[src/rtl/wb_inputs.sv]
// Wishbone B4 pipelined slave exposing synchronized, debounced board inputs with sticky edge flags.
// Optional feature: define WB_INPUTS_IRQ_EN to add the IEN register and a registered level interrupt.
module wb_inputs #(
    parameter int NUM_IN  = 8,
    parameter int DEB_CYC = 1000000
) (
    input  logic              clk,
    input  logic              rst,
    input  logic              wb_cyc,
    input  logic              wb_stb,
    input  logic              wb_we,
    input  logic [31:0]       wb_adr,
    input  logic [3:0]        wb_sel,
    input  logic [31:0]       wb_dat_m,
    output logic [31:0]       wb_dat_s,
    output logic              wb_ack,
    output logic              wb_stall,
    input  logic [NUM_IN-1:0] in,
    output logic              irq
);

    localparam int CW = $clog2(DEB_CYC);

    logic [NUM_IN-1:0] s1_r;
    logic [NUM_IN-1:0] s2_r;
    logic [NUM_IN-1:0] stable_r;
    logic [NUM_IN-1:0] stable_nxt_s;
    logic [CW-1:0]     cnt_r      [NUM_IN];
    logic [CW-1:0]     cnt_nxt_s  [NUM_IN];
    logic [1:0]        init_r;
    logic [NUM_IN-1:0] rise_r;
    logic [NUM_IN-1:0] fall_r;
    logic [NUM_IN-1:0] rise_set_s;
    logic [NUM_IN-1:0] fall_set_s;
    logic [NUM_IN-1:0] clr_rise_s;
    logic [NUM_IN-1:0] clr_fall_s;
    logic              acc_s;
    logic              wr_s;
    logic [2:0]        off_s;
    logic [31:0]       rd_s;
    logic              unused_s;

    assign wb_stall = 1'b0;
    assign acc_s    = wb_cyc & wb_stb;
    assign wr_s     = acc_s & wb_we;
    assign off_s    = wb_adr[4:2];
    assign unused_s = ^{wb_sel, wb_adr[31:5], wb_adr[1:0], wb_dat_m};

    // Two-flop synchronizer for the asynchronous inputs
    always_ff @(posedge clk) begin
        if (rst) begin
            s1_r <= '0;
            s2_r <= '0;
        end else begin
            s1_r <= in;
            s2_r <= s1_r;
        end
    end

    // Init window counter: saturates at 3 once the synchronizer holds valid data
    always_ff @(posedge clk) begin
        if (rst) begin
            init_r <= 2'd0;
        end else if (init_r != 2'd3) begin
            init_r <= init_r + 2'd1;
        end else begin
            init_r <= init_r;
        end
    end

    // Per-bit debounce next state; the last init cycle adopts the synchronized level silently
    always_comb begin
        stable_nxt_s = stable_r;
        for (int i = 0; i < NUM_IN; i++) begin
            cnt_nxt_s[i] = cnt_r[i];
            if (init_r != 2'd3) begin
                cnt_nxt_s[i] = '0;
                if (init_r == 2'd2) begin
                    stable_nxt_s[i] = s2_r[i];
                end else begin
                    stable_nxt_s[i] = stable_r[i];
                end
            end else if (s2_r[i] == stable_r[i]) begin
                cnt_nxt_s[i] = '0;
            end else if (cnt_r[i] == CW'(DEB_CYC - 1)) begin
                stable_nxt_s[i] = s2_r[i];
                cnt_nxt_s[i]    = '0;
            end else begin
                cnt_nxt_s[i] = cnt_r[i] + CW'(1);
            end
        end
        rise_set_s = (init_r == 2'd3) ? (stable_nxt_s & ~stable_r) : '0;
        fall_set_s = (init_r == 2'd3) ? (~stable_nxt_s & stable_r) : '0;
    end

    // Debounce state registers
    always_ff @(posedge clk) begin
        if (rst) begin
            stable_r <= '0;
            for (int i = 0; i < NUM_IN; i++) begin
                cnt_r[i] <= '0;
            end
        end else begin
            stable_r <= stable_nxt_s;
            for (int i = 0; i < NUM_IN; i++) begin
                cnt_r[i] <= cnt_nxt_s[i];
            end
        end
    end

    assign clr_rise_s = (wr_s && (off_s == 3'd2)) ? wb_dat_m[NUM_IN-1:0] : '0;
    assign clr_fall_s = (wr_s && (off_s == 3'd3)) ? wb_dat_m[NUM_IN-1:0] : '0;

    // Sticky edge flags; a new edge overrides a same-cycle clear
    always_ff @(posedge clk) begin
        if (rst) begin
            rise_r <= '0;
            fall_r <= '0;
        end else begin
            rise_r <= (rise_r & ~clr_rise_s) | rise_set_s;
            fall_r <= (fall_r & ~clr_fall_s) | fall_set_s;
        end
    end

`ifdef WB_INPUTS_IRQ_EN
    logic [NUM_IN-1:0] ien_r;
    logic              irq_r;

    // Interrupt enable register and registered interrupt level
    always_ff @(posedge clk) begin
        if (rst) begin
            ien_r <= '0;
            irq_r <= 1'b0;
        end else begin
            if (wr_s && (off_s == 3'd4)) begin
                ien_r <= wb_dat_m[NUM_IN-1:0];
            end else begin
                ien_r <= ien_r;
            end
            irq_r <= |((rise_r | fall_r) & ien_r);
        end
    end

    assign irq = irq_r;
`else
    assign irq = 1'b0;
`endif

    // Read data mux; unused upper bits stay zero
    always_comb begin
        rd_s = 32'd0;
        case (off_s)
            3'd0:    rd_s[NUM_IN-1:0] = stable_r;
            3'd1:    rd_s[NUM_IN-1:0] = s2_r;
            3'd2:    rd_s[NUM_IN-1:0] = rise_r;
            3'd3:    rd_s[NUM_IN-1:0] = fall_r;
`ifdef WB_INPUTS_IRQ_EN
            3'd4:    rd_s[NUM_IN-1:0] = ien_r;
`endif
            default: rd_s = 32'd0;
        endcase
    end

    // Single-cycle ack; data bus is zero outside read acks
    always_ff @(posedge clk) begin
        if (rst) begin
            wb_ack   <= 1'b0;
            wb_dat_s <= 32'd0;
        end else begin
            wb_ack   <= acc_s;
            wb_dat_s <= (acc_s && !wb_we) ? rd_s : 32'd0;
        end
    end

endmodule

[config.mk]
export PLATFORM = sky130hd
export DESIGN_NAME = wb_inputs
export DESIGN_NICKNAME = d
export VERILOG_FILES = /design/src/rtl/wb_inputs.sv
export SDC_FILE = /design/constraint.sdc
export NUM_CORES = 1
export LEC_CHECK = 0
export CAP_MARGIN = 20
export CORE_UTILIZATION = 25
export DETAILED_ROUTE_END_ITERATION = 8
export GPL_TIMING_DRIVEN = 0
export PLACE_DENSITY = 0.53
export SYNTH_ARGS = -nofsm -noshare
export SYNTH_HDL_FRONTEND = slang
export SYNTH_SLANG_ARGS = --single-unit
[constraint.sdc]
create_clock -name clk -period 2 [get_ports clk]
set_input_delay 0.2 -clock clk [delete_from_list [all_inputs] [get_ports clk]]
set_output_delay 0.2 -clock clk [all_outputs]
set_load 0.1 [all_outputs]
==> results.md <==
* CTS tree: built
* Syn_area_per_cell at 8.85 um^2
* CP peak stage delay at 860 ps
* Largest net degree at the start of global routing at 14
* Final setup viols at 0
* Die Span X at 199 um
* First-pass GRT wire length at 36300 um
* Smallest hold slack at 184 ps
* Static leakage at 3.87 nW
* Launch point of the worst path: wb_dat_s[3]
* WHS Path Cells at 3
* CP arrival at 1740 ps
* Grt ovf at 0
* Iteration-0 DRC Markers at 387
* Hold endpoint: stable_r[5]
* Initial Util at 25.6%
* Total power at 9.58 mW
* Cell area after placement at 10700 um^2
* Hold_sp: rst
* Maximum VDD drop at 0.516 mV
* Period utilization at 97.0%
* Port buffer count at 29
* DRT Pass-1 Iters at 4
* HP Class: input port to flop
* DRC at 0
* CP cell instances: dlygate4sd2_1
* Routed Antenna Nets at 0
* CTS Buffer Depth at 3
* Diodes inserted at 0
* Top delay family on crit path: buffers and inverters
* Worst clock skew at 7.74 ps
* Endpoints failing hold at 0
* Commonest non-fill, non-tap cell in the layout: dfxtp_1
* Final WL at 21900 um
* CP required at 1800 ps
* Post-route design area at 11900 um^2
* Setup crit end kind: primary output
* CTS root buf: clkbuf_16
* Crit start category: flop
* Initial antenna violation count at 1
* Fin Setup TNS at 0 ps
* Clock Sink Count at 211
* R2R cell count at 5
* Max-Cap Viols at 0
* Total power divided by cell area at 803 nW/um^2
* Die Y-Extent at 199 um
* RSZ-0062 raised after global routing: yes
* Peak Freq at 515 MHz
* Number of global-route vias before repair at 7281
* Slack of the critical path at 59.1 ps
* Via/cell ratio at 4.55
* Worst r2r src: cnt_r[0][47]
* Crit Reg-Reg Endpoint: cnt_r[0][42]
* Total GRT Usage at 11.1%
* Dpl ws at -217 ps
* Critical path buffers and inverters at 1
* IO Count at 116
* Synth unique cells at 49
* Vias at 7817
* Area growth, synth to finish at 22.6%
* Gpl congestion at 0.805
* CP Class: flop to primary output
* Die Footprint at 39700 um^2
* FF-to-FF setup slack at 60 ps
* EDFF count, synth at 0
* Layout Nets at 1281
* WL/cell at 12.7 um
* Fin crit period at 1940 ps
* Slew headroom at 34.4%
* Slew @ Worst Pin at 988 ps
* Synth async-reset ratio at 0%
* Most frequent cells in the layout: dfxtp_1 (197), nor2_1 (129), xnor2_1 (59), a21oi_1 (57), nand3_1 (56)
* Synth warn at 0
* Rows at 71
* Sequential fraction of the synthesis area at 43.4%
* Slowest cell on the critical path: dlygate4sd2_1
* Clock slew seen by the registers of the worst setup and hold paths at 60 ps
* Later-pin clock latency in the skew report at 520 ps
* Share of cells above drive strength 1 at 13.5%
* Synthesized area at 9720 um^2
* Max-slew violations at 0
* CORE AREA at 37900 um^2
* Run status: completed
* DPL Wire Length at 15000 um
* Syn Inst Count at 1098
* Synth Flop Type: dfxtp_1
* H-tree lvl count at 1
* Yosys reg bits at 211
* Cts bufs inserted at 26
* Crit Path Max Fanout at 1
## Yosys cell counts (19+ instances only)
master | number | share of area (%)
clkbuf_1 | 27 | 1.0
o31ai_1 | 21 | 1.6
nor2_1 | 131 | 5.1
nand2b_1 | 19 | 1.2
and3_1 | 26 | 1.7
buf_4 | 28 | 2.2
nand3_1 | 60 | 3.1
xor2_1 | 43 | 3.9
or4_1 | 28 | 2.2
o21ai_0 | 35 | 1.8
inv_1 | 45 | 1.7
nor2b_1 | 28 | 1.8
dfxtp_1 | 211 | 43
or3_1 | 24 | 1.5
nand4_1 | 48 | 3.1
xnor2_1 | 59 | 5.3
a21oi_1 | 58 | 3.0
nand2_1 | 50 | 1.9
## routing by layer
| layer | vias to the layer above | wire (um) | global-route usage [%] | share of wire [%] |
|---|---|---|---|---|
| met3 | 34 | 686 | 1.87 | 3.1 |
| met1 | 3650 | 10800 | 15.1 | 49 |
| met5 | - | 13 | 0 | 0.059 |
| met2 | 101 | 9850 | 17.9 | 45 |
| met4 | 2 | 526 | 3.65 | 2.4 |
| li1 | 4030 | - | - | - |
## metrics by stage
stage | std cells | utilization (%)
after floorplan | 1123 | -
after global placement | 1663 | 28.3
after detailed placement | 1663 | 28.3
after CTS | 1712 | 31.0
after global routing | 1718 | 31.4
final | 1718 | 31.4
## area by class of cell
type / instances / area (um^2)
Buffer: 64 / 404
Clock buffer: 38 / 787
Clock inverter: 7 / 98.8
Fill cell: 3993 / 26000
Inverter: 45 / 169
Multi-Input combinational cell: 799 / 5200
Sequential cell: 211 / 4240
Tap cell: 511 / 639
Timing Repair Buffer: 43 / 384
## cell families after synthesis
group / count (synthesis) / share of synthesized area [%]
xor gates and xnor gates: 102 / 9.19
AOI/OAI and AO/OA: 144 / 8.91
DFF: 211 / 43.4
muxes: 16 / 2.68
adders and majority gates: 10 / 1.29
other: 1 / 0.0386
buffers and inverters: 113 / 5.60
and+or+nand+nor: 501 / 28.9
## where the power goes
part	leakage [nW]	switching, mW	internal (mW)
clock network	0.421	1.80	2.97
logic	1.74	0.379	0.162
registers	1.71	0.0278	4.24
total	3.87	2.21	7.37
## registers in the layout, summed over array words and instances (netlist names)
register / count
rise_r: 8
cnt_r: 160
stable_r: 8
s1_r: 8
wb_ack: 1
wb_dat_s: 8
fall_r: 8
init_r: 2
s2_r: 8
## worst max path at each step
stage	end	slack [ps]	cells after the start
floorplan	cnt_r[1][11]	100	6
global placement	cnt_r[0][63]	-210	8
detailed placement	cnt_r[0][66]	-220	8
CTS	cnt_r[0][19]	6	5
global route	cnt_r[1][39]	-10	5
finish	wb_dat_s[3]	60	1
## timing repair
item	4_1_cts	5_1_grt
hold endpoints to repair	0	0
gates resized for setup	30	45
pin swaps	4	7
setup endpoints to repair	174	149
hold buffers	0	0
buffers inserted	4	10
(Power assumes the default switching activity.)
